File: config.mk
export PLATFORM = sky130hd
export DESIGN_NAME = alu_seq
export DESIGN_NICKNAME = d
export VERILOG_FILES = /design/src/rtl/alu_seq.sv
export SDC_FILE = /design/constraint.sdc
export NUM_CORES = 1
export LEC_CHECK = 0
export CAP_MARGIN = 20
export CORE_UTILIZATION = 50
export CTS_CLUSTER_SIZE = 12
export DETAILED_ROUTE_END_ITERATION = 16
export PLACE_DENSITY = 0.69
export SLEW_MARGIN = 20
export SYNTH_ARGS = -nofsm -noshare
export SYNTH_HDL_FRONTEND = slang
export SYNTH_SLANG_ARGS = --single-unit
File: constraint.sdc
create_clock -name i_clk -period 2.4 [get_ports i_clk]
set_clock_uncertainty 0.05 [all_clocks]
set_input_delay 0.24 -clock i_clk [delete_from_list [all_inputs] [get_ports i_clk]]
set_output_delay 0.24 -clock i_clk [all_outputs]
set_load 0.03 [all_outputs]
File: src/rtl/alu_seq.sv
// rtl/alu_seq.sv - handshaked RV32I ALU, iterative mul/div when ALU_MULDIV_EN is defined
module alu_seq #(
    parameter int WIDTH = 32,
    parameter int SHW   = $clog2(WIDTH)
) (
    input  logic             i_clk,
    input  logic             i_rst,
    input  logic             i_valid,
    output logic             o_ready,
    input  logic [WIDTH-1:0] i_operand_a,
    input  logic [WIDTH-1:0] i_operand_b,
    input  logic [4:0]       i_alu_op,
    output logic             o_valid,
    input  logic             i_ready,
    output logic [WIDTH-1:0] o_alu_res,
    output logic             o_overflow,
    output logic             o_zero,
    output logic             o_illegal
);
    localparam logic [4:0] OP_ADD   = 5'd0;
    localparam logic [4:0] OP_SUB   = 5'd1;
    localparam logic [4:0] OP_XOR   = 5'd2;
    localparam logic [4:0] OP_OR    = 5'd3;
    localparam logic [4:0] OP_AND   = 5'd4;
    localparam logic [4:0] OP_SLL   = 5'd5;
    localparam logic [4:0] OP_SRL   = 5'd6;
    localparam logic [4:0] OP_SRA   = 5'd7;
    localparam logic [4:0] OP_SLT   = 5'd8;
    localparam logic [4:0] OP_SLTU  = 5'd9;

    logic             accept;
    logic             load;
    logic [WIDTH-1:0] ld_res;
    logic             ld_ovf;
    logic             ld_ill;
    logic [WIDTH-1:0] base_res;
    logic             base_ovf;
    logic             base_ill;
    logic [WIDTH-1:0] sum;
    logic [WIDTH-1:0] diff;
    logic [SHW-1:0]   shamt;

    assign accept = i_valid && o_ready;
    assign shamt  = i_operand_b[SHW-1:0];
    assign sum    = i_operand_a + i_operand_b;
    assign diff   = i_operand_a - i_operand_b;

    always_comb begin
        base_res = '0;
        base_ovf = 1'b0;
        base_ill = 1'b0;
        case (i_alu_op)
            OP_ADD: begin
                base_res = sum;
                base_ovf = (i_operand_a[WIDTH-1] == i_operand_b[WIDTH-1]) &&
                           (sum[WIDTH-1] != i_operand_a[WIDTH-1]);
            end
            OP_SUB: begin
                base_res = diff;
                base_ovf = (i_operand_a[WIDTH-1] != i_operand_b[WIDTH-1]) &&
                           (diff[WIDTH-1] != i_operand_a[WIDTH-1]);
            end
            OP_XOR:  base_res = i_operand_a ^ i_operand_b;
            OP_OR:   base_res = i_operand_a | i_operand_b;
            OP_AND:  base_res = i_operand_a & i_operand_b;
            OP_SLL:  base_res = i_operand_a << shamt;
            OP_SRL:  base_res = i_operand_a >> shamt;
            OP_SRA:  base_res = $unsigned($signed(i_operand_a) >>> shamt);
            OP_SLT:  base_res = {{(WIDTH-1){1'b0}}, $signed(i_operand_a) < $signed(i_operand_b)};
            OP_SLTU: base_res = {{(WIDTH-1){1'b0}}, i_operand_a < i_operand_b};
            default: base_ill = 1'b1;
        endcase
    end

`ifdef ALU_MULDIV_EN
    localparam logic [4:0] OP_MUL   = 5'd16;
    localparam logic [4:0] OP_MULHU = 5'd17;
    localparam logic [4:0] OP_DIV   = 5'd18;
    localparam logic [4:0] OP_DIVU  = 5'd19;
    localparam logic [4:0] OP_REM   = 5'd20;
    localparam logic [4:0] OP_REMU  = 5'd21;

    typedef enum logic [1:0] {IDLE, ITER, FIX} state_t;
    state_t state, state_nx;

    logic               is_md;
    logic               md_load;
    logic               signed_div;
    logic               sgn_a;
    logic               sgn_b;
    logic [WIDTH-1:0]   mag_a;
    logic [WIDTH-1:0]   mag_b;
    logic [4:0]         md_op;
    logic [SHW-1:0]     cnt;
    logic [2*WIDTH-1:0] prod;
    logic [2*WIDTH-1:0] mcand;
    logic [WIDTH-1:0]   mplier;
    logic [WIDTH-1:0]   quo;
    logic [WIDTH-1:0]   rem;
    logic [WIDTH-1:0]   dvsr;
    logic               neg_q;
    logic               neg_r;
    logic               div_zero;
    logic [WIDTH+1:0]   trial;
    logic [WIDTH-1:0]   md_res;

    assign is_md      = (i_alu_op >= OP_MUL) && (i_alu_op <= OP_REMU);
    assign signed_div = (i_alu_op == OP_DIV) || (i_alu_op == OP_REM);
    assign sgn_a      = signed_div && i_operand_a[WIDTH-1];
    assign sgn_b      = signed_div && i_operand_b[WIDTH-1];
    assign mag_a      = sgn_a ? -i_operand_a : i_operand_a;
    assign mag_b      = sgn_b ? -i_operand_b : i_operand_b;
    // Restoring step: partial remainder shifted left with next dividend bit, minus divisor
    assign trial      = {1'b0, rem, quo[WIDTH-1]} - {2'b00, dvsr};
    assign md_load    = (state == FIX) && (!o_valid || i_ready);
    assign o_ready    = (state == IDLE) && (!o_valid || i_ready);

    always_ff @(posedge i_clk or posedge i_rst) begin
        if (i_rst) state <= IDLE;
        else       state <= state_nx;
    end

    always_comb begin
        state_nx = state;
        case (state)
            IDLE:    if (accept && is_md) state_nx = ITER;
            ITER:    if (cnt == '0) state_nx = FIX;
            FIX:     if (md_load) state_nx = IDLE;
            default: state_nx = IDLE;
        endcase
    end

    always_ff @(posedge i_clk or posedge i_rst) begin
        if (i_rst) begin
            md_op    <= '0;
            cnt      <= '0;
            prod     <= '0;
            mcand    <= '0;
            mplier   <= '0;
            quo      <= '0;
            rem      <= '0;
            dvsr     <= '0;
            neg_q    <= 1'b0;
            neg_r    <= 1'b0;
            div_zero <= 1'b0;
        end else if (accept && is_md) begin
            md_op    <= i_alu_op;
            cnt      <= SHW'(WIDTH-1);
            prod     <= '0;
            mcand    <= {{WIDTH{1'b0}}, i_operand_a};
            mplier   <= i_operand_b;
            quo      <= mag_a;
            rem      <= '0;
            dvsr     <= mag_b;
            neg_q    <= sgn_a ^ sgn_b;
            neg_r    <= sgn_a;
            div_zero <= (i_operand_b == '0);
        end else if (state == ITER) begin
            cnt    <= cnt - 1'b1;
            mcand  <= mcand << 1;
            mplier <= mplier >> 1;
            if (mplier[0]) prod <= prod + mcand;
            if (!trial[WIDTH+1]) begin
                rem <= trial[WIDTH-1:0];
                quo <= {quo[WIDTH-2:0], 1'b1};
            end else begin
                rem <= {rem[WIDTH-2:0], quo[WIDTH-1]};
                quo <= {quo[WIDTH-2:0], 1'b0};
            end
        end
    end

    // Signed divide by zero must still give all ones, so it bypasses the quotient negation
    always_comb begin
        md_res = '0;
        case (md_op)
            OP_MUL:   md_res = prod[WIDTH-1:0];
            OP_MULHU: md_res = prod[2*WIDTH-1:WIDTH];
            OP_DIV:   md_res = div_zero ? '1 : (neg_q ? -quo : quo);
            OP_DIVU:  md_res = quo;
            OP_REM:   md_res = neg_r ? -rem : rem;
            OP_REMU:  md_res = rem;
            default:  md_res = '0;
        endcase
    end

    assign load   = (accept && !is_md) || md_load;
    assign ld_res = md_load ? md_res : base_res;
    assign ld_ovf = md_load ? 1'b0 : base_ovf;
    assign ld_ill = md_load ? 1'b0 : base_ill;
`else
    assign o_ready = !o_valid || i_ready;
    assign load    = accept;
    assign ld_res  = base_res;
    assign ld_ovf  = base_ovf;
    assign ld_ill  = base_ill;
`endif

    always_ff @(posedge i_clk or posedge i_rst) begin
        if (i_rst) begin
            o_valid    <= 1'b0;
            o_alu_res  <= '0;
            o_overflow <= 1'b0;
            o_zero     <= 1'b0;
            o_illegal  <= 1'b0;
        end else if (load) begin
            o_valid    <= 1'b1;
            o_alu_res  <= ld_res;
            o_overflow <= ld_ovf;
            o_zero     <= (ld_res == '0);
            o_illegal  <= ld_ill;
        end else if (o_valid && i_ready) begin
            o_valid <= 1'b0;
        end
    end
endmodule

==> results of run 1 <==
-- what timing repair did --
action                     in CTS
gates resized for setup       588
setup endpoints to repair      34
pin swaps                     166
setup buffers                 111
cloned                          3
-- synthesized netlist by cell type, types with 9 or more instances --
cell type | n | area [um^2]
a22oi_1 | 14 | 105
o21bai_1 | 11 | 82.6
dfrtp_1 | 36 | 901
nand2b_1 | 15 | 93.8
o221ai_1 | 13 | 114
buf_4 | 12 | 90.1
a211oi_1 | 30 | 225
ha_1 | 99 | 1240
o22ai_1 | 18 | 113
inv_1 | 98 | 368
mux2_2 | 32 | 360
a31oi_1 | 10 | 62.6
nor4_1 | 18 | 113
xnor2_1 | 9 | 78.8
o21ai_0 | 75 | 375
a21oi_1 | 98 | 490
o211ai_1 | 32 | 240
mux2i_1 | 58 | 581
mux4_2 | 41 | 923
clkbuf_1 | 62 | 233
nor2_1 | 142 | 533
nand3_1 | 39 | 195
or3_1 | 11 | 68.8
buf_1 | 13 | 48.8
nand2_1 | 147 | 552
a21o_1 | 12 | 90.1
o31ai_1 | 23 | 173
nand4_1 | 21 | 131
nor3_1 | 44 | 220
buf_2 | 16 | 80.1
nor2b_1 | 11 | 68.8
a221oi_1 | 12 | 105
-- kinds of logic after synthesis --
kind of cell / after synthesis / share of synthesized area (%)
AND/OR/NAND/NOR: 498 / 22.0
buffers and inverters: 210 / 8.33
adder cells (fa/ha/maj): 101 / 11.9
XOR/XNOR: 12 / 0.978
flip-flops: 36 / 8.38
multiplexers: 137 / 18.7
AO/OA/AOI/OAI: 459 / 29.8
-- through the flow --
step / cell area, um^2 / setup slack, ns
CTS: 19100 / -1.05
detailed placement: 16500 / -1.69
global placement: 16500 / -1.57
floorplan: 11300 / -0.788
-- metal layers --
metal / track usage (%) / GRT overflow
met2: 94.0 / 64
met5: 14.5 / 0
met4: 76.8 / 51
met3: 57.2 / 1
met1: 77.2 / 0
==> metrics.txt, run 1 <==
CTS H-Tree Depth=2; CTS max path bufs=2; routability cong.=approximately 1.1; number of top-level pins=110; DP Cell Count=around 2300; Die Ht=approximately 150 um; Synth Warn #=0; Rows=53; register area share after synthesis=8.38%; status=stopped before the end; syn_nets=around 1600; Netlist cell types=between 90 and 100; vias in the first global route=about 20000; overflow left after global routing=about 120; Synth Flop Type=dfrtp_1; first-pass GRT wire length=126 mm; synthesized cell area=10800 um^2; Initial Utilization=approximately 51%; clk sinks=36; Post-synth ARST share=between 90% and 100%; Post-synth EDFFs=0; Error=[ERROR GRT-0116] Global routing finished with congestion. Check the congestion regions in the DRC Viewer.; Buffers on Ports=about 110; Die Wd=roughly 150 um; largest net degree at the start of global routing=51; Halt Stage=5_1_grt; CTS hold repair buffers=0; Avg Inst Size Synth=about 7.4 um^2; Global Route Usage Sum=about three quarters; root buf cell=clkbuf_16; CTS Buf Count=5; synthesized instance count=approximately 1500; DP HPWL=approximately 46 mm; Seq cells post-synth=36
==> inputs of run 2 (changes only) <==
Settings changed: CORE_UTILIZATION 50 to 35, CTS_CLUSTER_SIZE 12 to unset, PLACE_DENSITY 0.69 to unset, PLACE_DENSITY_LB_ADDON set to 0.15.
==> metrics.txt, run 2 <==
drt total wl=roughly 65 mm; commonest non-fill, non-tap cell in the layout=buf_4; crit path DAT=approximately 3.6 ns; top area cells in the synthesized netlist=ha_1, mux4_2, dfrtp_1; Tot Pwr=around 6.4 mW; root buf cell=clkbuf_16; Biggest register=o_alu_res; CTS hold repair buffers=0; Max transition margin=about half; Routed WL per cell=25.1 um; design area=20500 um^2; Die Area=around 31000 um^2; clock share of power=between 10% and 20%; R2R depth=11; Slew Limit Fails=0; Die Wd=around 180 um; Netlist cell types=about 90; Max Clk Rate=slightly below 300 MHz; Buffers on Ports=109; syn_nets=approximately 1600; net switching fraction of the power=44.9%; Worst Hold Class=input port to async pin; routability cong.=1.08; vias in the first global route=between 15000 and 20000; post-synth top area cell=ha_1; Area Overhead vs Synth=90.2%; area of the core=between 20000 and 30000 um^2; Sw Pwr=~2.9 mW; First-pass DRT Iterations=6; Slew @ Worst Pin=between 0.7 and 0.8 ns; Post-synth ARST share=100%; DP HPWL=between 50 and 60 mm; CTS H-Tree Depth=2; synthesized instance count=approximately 1500; crit-path max FO=4; Flop pwr share=about an eighth; setup violators final=31; ant diodes=0; final hold vios=0; Clk Latency, worst-skew pair=between 0.2 and 0.3 ns; via/cell ratio=roughly 6; ANT nets after route=0; CTS max path bufs=2; Synth Flop Type=dfrtp_1; met2 GRT Util=66.2%; share of cells above drive strength 1=about 55%; GR met1 Demand/Resource=between 50% and 60%; initial antenna violation count=0; post-route worst setup slack=-0.999 ns; R2R setup slack=-0.44 ns; Leak=around 9 nW; Synth Warn #=0; fin crit share=142%; Hold Slack=0.356 ns; Crit Reg-Reg Endpoint=o_zero; register area share after synthesis=~8.4%; failing checks=setup timing; Startpoint Class=input port; Seq cells post-synth=36; Rows=63; DRC viols=0; Global Route Usage Sum=40.5%; Final min period=about 3.4 ns; Avg Inst Size Synth=7.40 um^2; Initial Utilization=between 30% and 40%; busiest grt layer=met2; Synth top area share=between 10% and 20%; Total Nets Final=about 2400; CTS tree=built; RSZ-0062 raised after global routing=true; total negative setup slack=-12.92 ns; dpl cell area=between 15000 and 20000 um^2; crit path kind=input port to flip-flop; clk sinks=36; met3 usage=under 10%; Die Ht=between 150 and 200 um; DR vias=about 16000; peak supply drop=between 0.2 and 0.3 mV; Int Pwr=roughly 3.5 mW; clk slew on worst S/H paths=~0.06 ns; # fillers=approximately 2500; Post-synth EDFFs=0; first-pass GRT wire length=between 90 and 100 mm; most frequent cells in the layout=buf_4, nand2_1, nor2_1; Max-Cap Viols=0; crit end category=flip-flop; synth cell count leaders=nand2_1, nor2_1, ha_1; most frequent cell after synthesis=nand2_1; logic gate share of total power=77.6%; CTS Buf Count=5; largest net degree at the start of global routing=51; Largest register FFs=32; status=complete, but fails checks; Required @ worst endpoint=2.55 ns; Power Density=~310 nW/um^2; synthesized cell area=around 11000 um^2; number of top-level pins=110; Detailed Route Iter0 Violations=about 1500; overflow left after global routing=0; Worst R2R Start=o_valid
## run 2: cell counts after synthesis
No cell type changed its count.
## run 2: power groups by stage
stage	registers [mW]	logic, mW	clock network, mW
floorplan	0.938	1.71	0
global placement	0.752	3.96	0
detailed placement	0.758	3.98	0
CTS	0.748	4.57	0.699
global route	0.758	5.15	0.728
finish	0.748	4.93	0.676
## run 2: through the flow
| stage | std cells | setup WS [ns] | util, % |
|---|---|---|---|
| 2_1_floorplan | 1453 | -0.788 | - |
| 3_3_place_gp | 2465 | -2.11 | 57.0 |
| 3_5_place_dp | 2465 | -2.10 | 57.0 |
| 4_1_cts | 2559 | -1.03 | 64.9 |
| 5_1_grt | 2603 | -1.03 | 68.3 |
| 6_report | 2603 | -0.999 | 68.3 |
## run 2: layout make-up
| cell class | count | area [um^2] | share of cell area (%) |
|---|---|---|---|
| multi-input cells | 1207 | 11100 | 54.0 |
| repair buffers | 861 | 7400 | 36.2 |
| flip-flops and latches | 36 | 901 | 4.40 |
| well taps | 390 | 488 | 2.39 |
| inverters | 101 | 457 | 2.23 |
| clock buffers | 6 | 139 | 0.679 |
| clock inverters | 2 | 15.0 | 0.0734 |
## run 2: critical path, cell delays in order
cell and delay, ns:
buf_12 0.11, ha_4 0.16, fa_2 0.40, a211oi_4 0.37
o211ai_1 0.16, nand4_1 0.17, o311ai_4 0.14, buf_4 0.16
o31a_1 0.26, a221o_1 0.35, a211oi_2 0.27, nand2_1 0.14
nor4_4 0.29, nand4_1 0.16, o31ai_2 0.19
## run 2: repair_timing
item | 4_1_cts | 5_1_grt
gates resized for setup | 550 | 175
setup endpoints to repair | 34 | 34
cloned | 2 | 1
buffers inserted | 98 | 49
pin swaps | 134 | 87
## run 2: logic make-up after synthesis
| group | after synthesis | share of synthesized area [%] |
|---|---|---|
| AOI/OAI and AO/OA | 459 | 29.8 |
| adders and majority gates | 101 | 11.9 |
| xor gates and xnor gates | 12 | 0.978 |
| DFF | 36 | 8.38 |
| and+or+nand+nor | 498 | 22.0 |
| buffers and inverters | 210 | 8.33 |
| muxes | 137 | 18.7 |
## run 2: worst max-delay path by stage
stage	cells past startpoint	startpoint	end	slack, ns
after floorplan	15	i_operand_a[18]	o_zero	-0.79
after global placement	14	i_operand_a[14]	o_zero	-2.11
after detailed placement	15	i_operand_a[0]	o_zero	-2.10
after CTS	15	i_operand_b[0]	o_zero	-1.03
after global routing	14	i_operand_b[0]	o_zero	-1.03
final	15	i_operand_b[0]	o_zero	-1.0
## run 2: metal layers
layer / wire, um / vias up
met4: 4760 / 0
met1: 25600 / 7615
met2: 30000 / 865
li1: - / 7018
met3: 5160 / 223
met5: 0 / -
Note: power is estimated with default switching activity, not from simulation.
